==> src/rtl/vy_blok_donusturucu.sv <==
// vy_blok_donusturucu: turns one cache block read/write into a sequence of
// single-word beats on the memory port. One beat is outstanding at a time.
module vy_blok_donusturucu #(
  parameter int unsigned ADRES_BIT       = 32,
  parameter int unsigned BLOK_BIT        = 128,
  parameter int unsigned BELLEK_VERI_BIT = 32
) (
  input  logic                       clk_i,
  input  logic                       rst_i,
  // upstream block request
  input  logic [ADRES_BIT-1:0]       vy_istek_adres_i,
  input  logic                       vy_istek_gecerli_i,
  output logic                       vy_istek_hazir_o,
  input  logic                       vy_istek_yaz_i,
  input  logic [BLOK_BIT-1:0]        vy_istek_veri_i,
  // upstream read response
  output logic [BLOK_BIT-1:0]        vy_veri_o,
  output logic                       vy_veri_gecerli_o,
  input  logic                       vy_veri_hazir_i,
  // memory beat request
  output logic [ADRES_BIT-1:0]       bellek_istek_adres_o,
  output logic                       bellek_istek_gecerli_o,
  input  logic                       bellek_istek_hazir_i,
  output logic                       bellek_istek_yaz_o,
  output logic [BELLEK_VERI_BIT-1:0] bellek_istek_veri_o,
  // memory read beat
  input  logic [BELLEK_VERI_BIT-1:0] bellek_veri_i,
  input  logic                       bellek_veri_gecerli_i,
  output logic                       bellek_veri_hazir_o
);

  localparam int unsigned BEAT      = BLOK_BIT / BELLEK_VERI_BIT;
  localparam int unsigned SAYAC_BIT = (BEAT > 1) ? $clog2(BEAT) : 1;
  localparam int unsigned BEAT_BAYT = BELLEK_VERI_BIT / 8;
  localparam int unsigned BLOK_OFS  = $clog2(BLOK_BIT / 8);
  localparam int unsigned DILIM_BIT = (BLOK_BIT > 1) ? $clog2(BLOK_BIT) : 1;

  localparam logic [ADRES_BIT-1:0] TABAN_MASKE =
    ~((ADRES_BIT'(1) << BLOK_OFS) - ADRES_BIT'(1));
  localparam logic [SAYAC_BIT-1:0] SON_BEAT = SAYAC_BIT'(BEAT - 1);

  localparam logic [2:0] BOSTA     = 3'd0;
  localparam logic [2:0] OKU_ISTEK = 3'd1;
  localparam logic [2:0] OKU_BEKLE = 3'd2;
  localparam logic [2:0] YANIT     = 3'd3;
  localparam logic [2:0] YAZ_ISTEK = 3'd4;

  logic [2:0]                 durum_q, durum_d;
  logic [SAYAC_BIT-1:0]       sayac_q, sayac_d;
  logic [ADRES_BIT-1:0]       taban_q, taban_d;
  logic [BLOK_BIT-1:0]        yaz_blok_q, yaz_blok_d;

  logic [ADRES_BIT-1:0]       adres_d;
  logic                       istek_gecerli_d;
  logic                       istek_yaz_d;
  logic [BELLEK_VERI_BIT-1:0] istek_veri_d;
  logic                       veri_hazir_d;
  logic [BLOK_BIT-1:0]        vy_veri_d;
  logic                       vy_gecerli_d;

  logic                       beat_ilerle;
  logic [DILIM_BIT-1:0]       oku_dilim;
  logic [DILIM_BIT-1:0]       yaz_dilim;

  // Upstream may hand over a new block only while idle.
  assign vy_istek_hazir_o = (durum_q == BOSTA);

  // Next-state and next-output logic; every registered value holds by default.
  always_comb begin
    durum_d         = durum_q;
    sayac_d         = sayac_q;
    taban_d         = taban_q;
    yaz_blok_d      = yaz_blok_q;
    adres_d         = bellek_istek_adres_o;
    istek_gecerli_d = bellek_istek_gecerli_o;
    istek_yaz_d     = bellek_istek_yaz_o;
    istek_veri_d    = bellek_istek_veri_o;
    veri_hazir_d    = bellek_veri_hazir_o;
    vy_veri_d       = vy_veri_o;
    vy_gecerli_d    = vy_veri_gecerli_o;
    beat_ilerle     = 1'b0;
    oku_dilim       = DILIM_BIT'(int'(sayac_q) * int'(BELLEK_VERI_BIT));
    yaz_dilim       = '0;

    case (durum_q)
      BOSTA: begin
        if (vy_istek_gecerli_i) begin
          taban_d         = vy_istek_adres_i & TABAN_MASKE;
          yaz_blok_d      = vy_istek_veri_i;
          sayac_d         = '0;
          adres_d         = vy_istek_adres_i & TABAN_MASKE;
          istek_gecerli_d = 1'b1;
          istek_yaz_d     = vy_istek_yaz_i;
          istek_veri_d    = vy_istek_veri_i[BELLEK_VERI_BIT-1:0];
          durum_d         = vy_istek_yaz_i ? YAZ_ISTEK : OKU_ISTEK;
        end
      end
      OKU_ISTEK: begin
        if (bellek_istek_gecerli_o && bellek_istek_hazir_i) begin
          istek_gecerli_d = 1'b0;
          veri_hazir_d    = 1'b1;
          durum_d         = OKU_BEKLE;
        end
      end
      OKU_BEKLE: begin
        if (bellek_veri_gecerli_i && bellek_veri_hazir_o) begin
          vy_veri_d[oku_dilim +: BELLEK_VERI_BIT] = bellek_veri_i;
          veri_hazir_d = 1'b0;
          if (sayac_q == SON_BEAT) begin
            vy_gecerli_d = 1'b1;
            durum_d      = YANIT;
          end else begin
            sayac_d         = sayac_q + SAYAC_BIT'(1);
            beat_ilerle     = 1'b1;
            istek_gecerli_d = 1'b1;
            durum_d         = OKU_ISTEK;
          end
        end
      end
      YANIT: begin
        if (vy_veri_hazir_i) begin
          vy_gecerli_d = 1'b0;
          durum_d      = BOSTA;
        end
      end
      YAZ_ISTEK: begin
        if (bellek_istek_gecerli_o && bellek_istek_hazir_i) begin
          if (sayac_q == SON_BEAT) begin
            istek_gecerli_d = 1'b0;
            durum_d         = BOSTA;
          end else begin
            sayac_d     = sayac_q + SAYAC_BIT'(1);
            beat_ilerle = 1'b1;
          end
        end
      end
      default: begin
        durum_d = BOSTA;
      end
    endcase

    // Moving to the next beat: recompute its address and write slice.
    if (beat_ilerle) begin
      yaz_dilim    = DILIM_BIT'(int'(sayac_d) * int'(BELLEK_VERI_BIT));
      adres_d      = taban_q + ADRES_BIT'(sayac_d) * ADRES_BIT'(BEAT_BAYT);
      istek_veri_d = yaz_blok_q[yaz_dilim +: BELLEK_VERI_BIT];
    end
  end

  // State and output registers with synchronous reset.
  always_ff @(posedge clk_i) begin
    if (rst_i) begin
      durum_q                <= BOSTA;
      sayac_q                <= '0;
      taban_q                <= '0;
      yaz_blok_q             <= '0;
      bellek_istek_adres_o   <= '0;
      bellek_istek_gecerli_o <= 1'b0;
      bellek_istek_yaz_o     <= 1'b0;
      bellek_istek_veri_o    <= '0;
      bellek_veri_hazir_o    <= 1'b0;
      vy_veri_o              <= '0;
      vy_veri_gecerli_o      <= 1'b0;
    end else begin
      durum_q                <= durum_d;
      sayac_q                <= sayac_d;
      taban_q                <= taban_d;
      yaz_blok_q             <= yaz_blok_d;
      bellek_istek_adres_o   <= adres_d;
      bellek_istek_gecerli_o <= istek_gecerli_d;
      bellek_istek_yaz_o     <= istek_yaz_d;
      bellek_istek_veri_o    <= istek_veri_d;
      bellek_veri_hazir_o    <= veri_hazir_d;
      vy_veri_o              <= vy_veri_d;
      vy_veri_gecerli_o      <= vy_gecerli_d;
    end
  end

endmodule

==> config.mk <==
export PLATFORM = sky130hd
export DESIGN_NAME = vy_blok_donusturucu
export DESIGN_NICKNAME = d
export VERILOG_FILES = /design/src/rtl/vy_blok_donusturucu.sv
export SDC_FILE = /design/constraint.sdc
export NUM_CORES = 1
export LEC_CHECK = 0
export CAP_MARGIN = 40
export CORE_ASPECT_RATIO = 1.75
export CORE_MARGIN = 4
export CORE_UTILIZATION = 41
export DETAILED_ROUTE_END_ITERATION = 8
export HOLD_SLACK_MARGIN = 0.05
export PLACE_DENSITY = 0.75
export SYNTH_ARGS = -nofsm -noshare
export SYNTH_HDL_FRONTEND = slang
export SYNTH_SLANG_ARGS = --single-unit
==> constraint.sdc <==
create_clock -name clk_i -period 4.99 [get_ports clk_i]
set_input_delay 0.998 -clock clk_i [delete_from_list [all_inputs] [get_ports clk_i]]
set_output_delay 0.998 -clock clk_i [all_outputs]
set_load 0.02 [all_outputs]
# Word level (Yosys, flattened, before mapping)
# Cells that the tools add are included.
# W data, S select, Z words.
[word_totals]
register_bits = 357
in_bits = 199
[classes]
muxes = 39
reduce_logical = 15
shifts = 3
eq_ne = 13
add_sub_neg = 3
[ops]
columns = ["op", "n"]
rows = [
  ["$mux W32", 6],
  ["$bwmux W128", 1],
  ["$shift A32 B9 Y128 const A", 1],
  ["$shiftx A128 B8 Y32", 1],
  ["$shiftx A32 B9 Y128", 1],
  ["$add A32 B4 Y32", 1],
  ["$mux W3", 7],
  ["$ne A2 B2 Y1 const B", 8],
  ["$pmux W3 S5", 1],
  ["$mux W1", 14],
  ["$mux W2", 5],
  ["$neg A7 Y9", 1],
  ["$reduce_bool A2 Y1", 4],
  ["$reduce_and A7 Y1", 1],
  ["$eq A3 B2 Y1 const B", 2],
  ["$pmux W1 S2", 3],
  ["$pmux W2 S3", 1],
  ["$reduce_and A2 Y1", 3],
  ["$reduce_and A6 Y1", 1],
  ["$pmux W1 S4", 1],
  ["$reduce_and A4 Y1", 1],
  ["$reduce_bool A4 Y1", 1],
  ["$eq A3 B1 Y1 const B", 1],
  ["$eq A3 B3 Y1 const B", 1],
  ["other kinds (5)", 6],
]

# Depth between registers and ports, before layout
[depth]
depth_word = 6
ltp_mapped = 9
depth_no_buf = 7

# Least setup slack after synthesis
# No wires, ideal clock.
[synth_timing]
path_type = "input to register"
start = "input port bellek_veri_gecerli_i"
end = "register bellek_istek_veri_o[0]"
setup_slack_ns = 2.400
arrival_ns = 2.512
n_path_buf = 3
required_ns = 4.911
stages = 8
cell_sequence = "and4bb_2 > a22oi_2 > or2_1 > clkbuf_1 > or4_1 > buf_2 > buf_6 > o221ai_2"
[synth_via]
elab_chain_cells = 5
elab_cells_between_ends = 10
[synth_lines]
columns = ["item", "line_no", "text"]
rows = [
  ["from (decl)", "28", "input logic bellek_veri_gecerli_i,"],
  ["$logic_and A1 B1 Y1 (*)", "106", "if (bellek_veri_gecerli_i && bellek_veri_hazir_o) begin"],
  ["$mux W2 / $mux W1 (equally long branches)", "106", ""],
  ["$pmux W2 S3 / $pmux W1 S2 (equally long branches)", "85", "case (durum_q)"],
  ["$shiftx A128 B8 Y32 / $reduce_bool A2 Y1 (equally long branches)", "--", ""],
  ["$mux W32 / $reduce_and A2 Y1 (equally long branches)", "--", ""],
  ["to (signal assigned)", "172", "bellek_istek_veri_o <= istek_veri_d;"],
  ["to (decl)", "25", "output logic [BELLEK_VERI_BIT-1:0] bellek_istek_veri_o,"],
]
# Mark *: on every way between the ends. The rest lies on a longest branch, timed or not.
# A chain may end at the register's enable or synchronous reset.

# Worst setup path in the final report
[layout_timing]
start = "input port bellek_veri_gecerli_i"
end = "register bellek_istek_veri_o[30]"
# The elaborated chain is that of the path after synthesis.

==> run summary <==
The number of fill cells is 3,086, and the proportion of register bits with asynchronous set or reset after synthesis is 0. Leaving out filler cells and counting taps, the final layout contains 2,481. The leakage power was 0.00658 uW; the wire length per cell was 18.5 um. The floorplan step defined a die boundary enclosing 37,500 sq um. At the pin with the least slew margin, the transition time is 923 ps. The count of buffers added on input and output ports is 389. Setup slack on the critical path of the routed design comes to 1430 ps.

Dividing the detail-routed via count by the number of cells gives 5.40. The count of final hold-check violations was 0. The via count of the first global-routing pass is 13.2k, and the DRC violation count after routing is 0. The shortest period the worst path allows was 3560 ps; the via count was 13.4k. Gates resized during post-CTS repair numbered 0. The first global-routing pass estimated 70.2 mm of wire. Counting every instance in the synthesized netlist gives 1,699. By area the synthesized netlist is led by sky130_fd_sc_hd__dfxtp_1 50%, sky130_fd_sc_hd__nand2_1 13%, sky130_fd_sc_hd__a21oi_1 10%. The fraction of final layout cells with drive strength greater than 1 is 0.0648. The library cells used most frequently in the layout, excluding fill and tap cells, are 484 x sky130_fd_sc_hd__nand2_1, 388 x sky130_fd_sc_hd__clkdlybuf4s50_1, 355 x sky130_fd_sc_hd__dfxtp_1.

The post-synthesis area per instance works out to 8.30 sq um. The floorplan step set the die width to 148 um. The share of Yosys cell area claimed by the top area cell type is 0.504. The die is 253 um tall. Detailed-router iteration count before antenna repair: 5. The dominant register cell in the synthesized netlist is sky130_fd_sc_hd__dfxtp_1. The final layout contains 2,204 nets. Summing all multi-input logic gate instances after layout gives 6360 sq um. The sequential cell area in the final layout is 7110 sq um. The critical path is of the input pin to flop type.

The tools report the placeable core region as 33,900 sq um. TritonCTS built the clock tree. CTS saw 355 sinks. 396 I/O pins were placed. Data arrives at the worst endpoint at 3920 ps.

The count of standard-cell rows was 89. Setup repair after global routing left no endpoint under its margin. Critical-path maximum fanout: 60.

The normalized max-slew margin was 0.385. The quantity of hold-fixing buffers added after cts was 0; the remaining global-route overflow was 0. The worst clock skew on the final layout is 13.9 ps, and the cell area after synthesis is 14,100 sq um. The finished cells cover 19,400 sq um.

The number of warnings issued by yosys was 0; the area of placed instances was 18,200 sq um. The tools report the detailed placement HPWL as 31.0 mm. The clock latency reported for the late side of the worst-skew pair was 520 ps. Leaving out fill and tap cells, the most frequent cell in the layout is sky130_fd_sc_hd__nand2_1.

The logs give 0 for the final number of max-transition violations and 3 for the number of antenna violations at the first check in global routing. Buffers inserted during clock tree synthesis total 34. Synthesis instantiated 44 different standard cells from the library. The flow ran to the end, and the final reports show no timing, DRC or antenna violations.

For the fmax, the log shows 281 MHz. In this run the post-CTS setup repair buffer count came out at 0. After the first detailed-routing iteration, the DRC count stood at 808. The pin count of the biggest net entering global routing was 141; the maximum clock path buffer count was 3. The run gives 5350 ps as the required time of the critical path. Wires add up to 46.0 mm. The worst vdd rail ir drop is 0.256 mV, and the max-cap check violation count is 0. Clock-pin slew was measured on the worst setup and hold paths at 70 ps. At the end of routability-driven placement, the weighted congestion stood at 0.814.

The element type at the critical path start was an input pin. Setup violations remaining at the end of the flow were counted as 0. The worst hold path class was flop to flop.

The run gives 0.417 as the initial core utilization. Core occupancy in the finished layout: 0.573. The setup total negative slack came out at 0 ps. Yosys mapped a number of flops with a built-in enable equal to 0. The tools report the critical path endpoint category as a flop.

The number of levels in the clock H-tree was 2. The final worst-path cycle share works out to 0.713. Including well taps, the total number of placed cells is 2,417.

The count of nets left with antenna violations once routing finished came out at 0. In this run the power density over the cells is 337 nW/um^2. The tree is rooted in a sky130_fd_sc_hd__clkbuf_16. The overall routing resource usage was 0.231; the post-synthesis sequential area ratio was 0.504. The count of state elements after synthesis came out at 355. The setup slack at placement is 854 ps, and the area growth from synthesis to layout is 37.6%. The biggest area contributor in the post-synthesis netlist is sky130_fd_sc_hd__dfxtp_1.
[kinds of logic (layout without fill, tap and decap cells)]
| family | Yosys count | after routing | synth area share |
|---|---|---|---|
| compound gates | 437 | 437 | 0.200 |
| buf+inv | 161 | 484 | 0.0476 |
| other cells | 1 | 5 | 0.000266 |
| flops | 355 | 355 | 0.504 |
| simple gates | 673 | 673 | 0.196 |
| fa+ha+maj | 7 | 7 | 0.00621 |
| mux | 65 | 65 | 0.0463 |
[state kept, by name (all words and copies together) (netlist names)]
signal                  count
vy_veri_gecerli_o           1
durum_q                     3
bellek_istek_gecerli_o      1
bellek_istek_adres_o       30
bellek_istek_yaz_o          1
yaz_blok_q                128
bellek_veri_hazir_o         1
bellek_istek_veri_o        32
taban_q                    28
vy_veri_o                 128
sayac_q                     2
[Yosys cell counts, types with 2 or more instances]
| cell type | instances |
|---|---|
| sky130_fd_sc_hd__nand2_1 | 485 |
| sky130_fd_sc_hd__dfxtp_1 | 355 |
| sky130_fd_sc_hd__a21oi_1 | 294 |
| sky130_fd_sc_hd__nand3_1 | 132 |
| sky130_fd_sc_hd__clkbuf_1 | 122 |
| sky130_fd_sc_hd__mux2i_1 | 63 |
| sky130_fd_sc_hd__nor2_1 | 34 |
| sky130_fd_sc_hd__o211ai_1 | 33 |
| sky130_fd_sc_hd__a21o_1 | 32 |
| sky130_fd_sc_hd__o221ai_2 | 30 |
| sky130_fd_sc_hd__a311oi_1 | 29 |
| sky130_fd_sc_hd__buf_2 | 21 |
| sky130_fd_sc_hd__ha_1 | 7 |
| sky130_fd_sc_hd__buf_1 | 6 |
| sky130_fd_sc_hd__and3_1 | 5 |
| sky130_fd_sc_hd__inv_1 | 5 |
| sky130_fd_sc_hd__buf_6 | 4 |
| sky130_fd_sc_hd__a31o_2 | 3 |
| sky130_fd_sc_hd__a31oi_1 | 3 |
| sky130_fd_sc_hd__buf_4 | 3 |
| sky130_fd_sc_hd__nor3_1 | 3 |
| sky130_fd_sc_hd__nor3b_1 | 3 |
| sky130_fd_sc_hd__o21ai_0 | 3 |
| sky130_fd_sc_hd__and2_1 | 2 |
| sky130_fd_sc_hd__mux2_2 | 2 |
| sky130_fd_sc_hd__nor2b_1 | 2 |
[cell type report]
class                           instances  share of cell area
Tap cell                              455              0.0293
Inverter                                5            0.000967
Timing Repair Buffer                  418               0.215
Multi-Input combinational cell       1184               0.328
Clock buffer                           51              0.0513
Sequential cell                       355               0.366
Clock inverter                         10             0.00877
Antenna cell                            3            0.000387
[metal layers]
metal,GRT usage,vias up,wire [um]
li1,-,6436,-
met4,0.104,0,2000
met2,0.428,523,24100
met3,0.0405,115,2870
met1,0.256,6321,17000
met5,0,-,0
[per-stage QoR]
stage               hold WS (ps)  total power (uW)
detailed placement           444              3900
global placement             437              3880
finish                       450              6540
floorplan                    433              3520
global route                 470              6780
CTS                          453              6600
[worst max-delay path: stages]
cell and delay, ps:
sky130_fd_sc_hd__clkdlybuf4s50_1 440, sky130_fd_sc_hd__and4bb_2 280, sky130_fd_sc_hd__a22oi_2 230, sky130_fd_sc_hd__buf_4 330, sky130_fd_sc_hd__or2_2 180, sky130_fd_sc_hd__buf_4 490, sky130_fd_sc_hd__a211o_2 190, sky130_fd_sc_hd__buf_4 520
sky130_fd_sc_hd__o221ai_1 240
[power by group]
| part | total, uW | switching (uW) | internal, uW |
|---|---|---|---|
| Combinational | 784 | 428 | 356 |
| Sequential | 3050 | 81.4 | 2970 |
| Clock | 2700 | 1100 | 1600 |
| Total | 6540 | 1610 | 4930 |
[path summary, 6_finish.rpt]
check / cells past startpoint / slack (ps) / from / end
worst max register to register: 8 / 1690 / durum_q[0] / bellek_istek_veri_o[30]
worst min-delay path: 2 / 450 / vy_veri_o[56] / vy_veri_o[56]
worst min register to register: 2 / 450 / vy_veri_o[56] / vy_veri_o[56]
worst max-delay path: 9 / 1430 / bellek_veri_gecerli_i / bellek_istek_veri_o[30]
(Power assumes the default switching activity.)
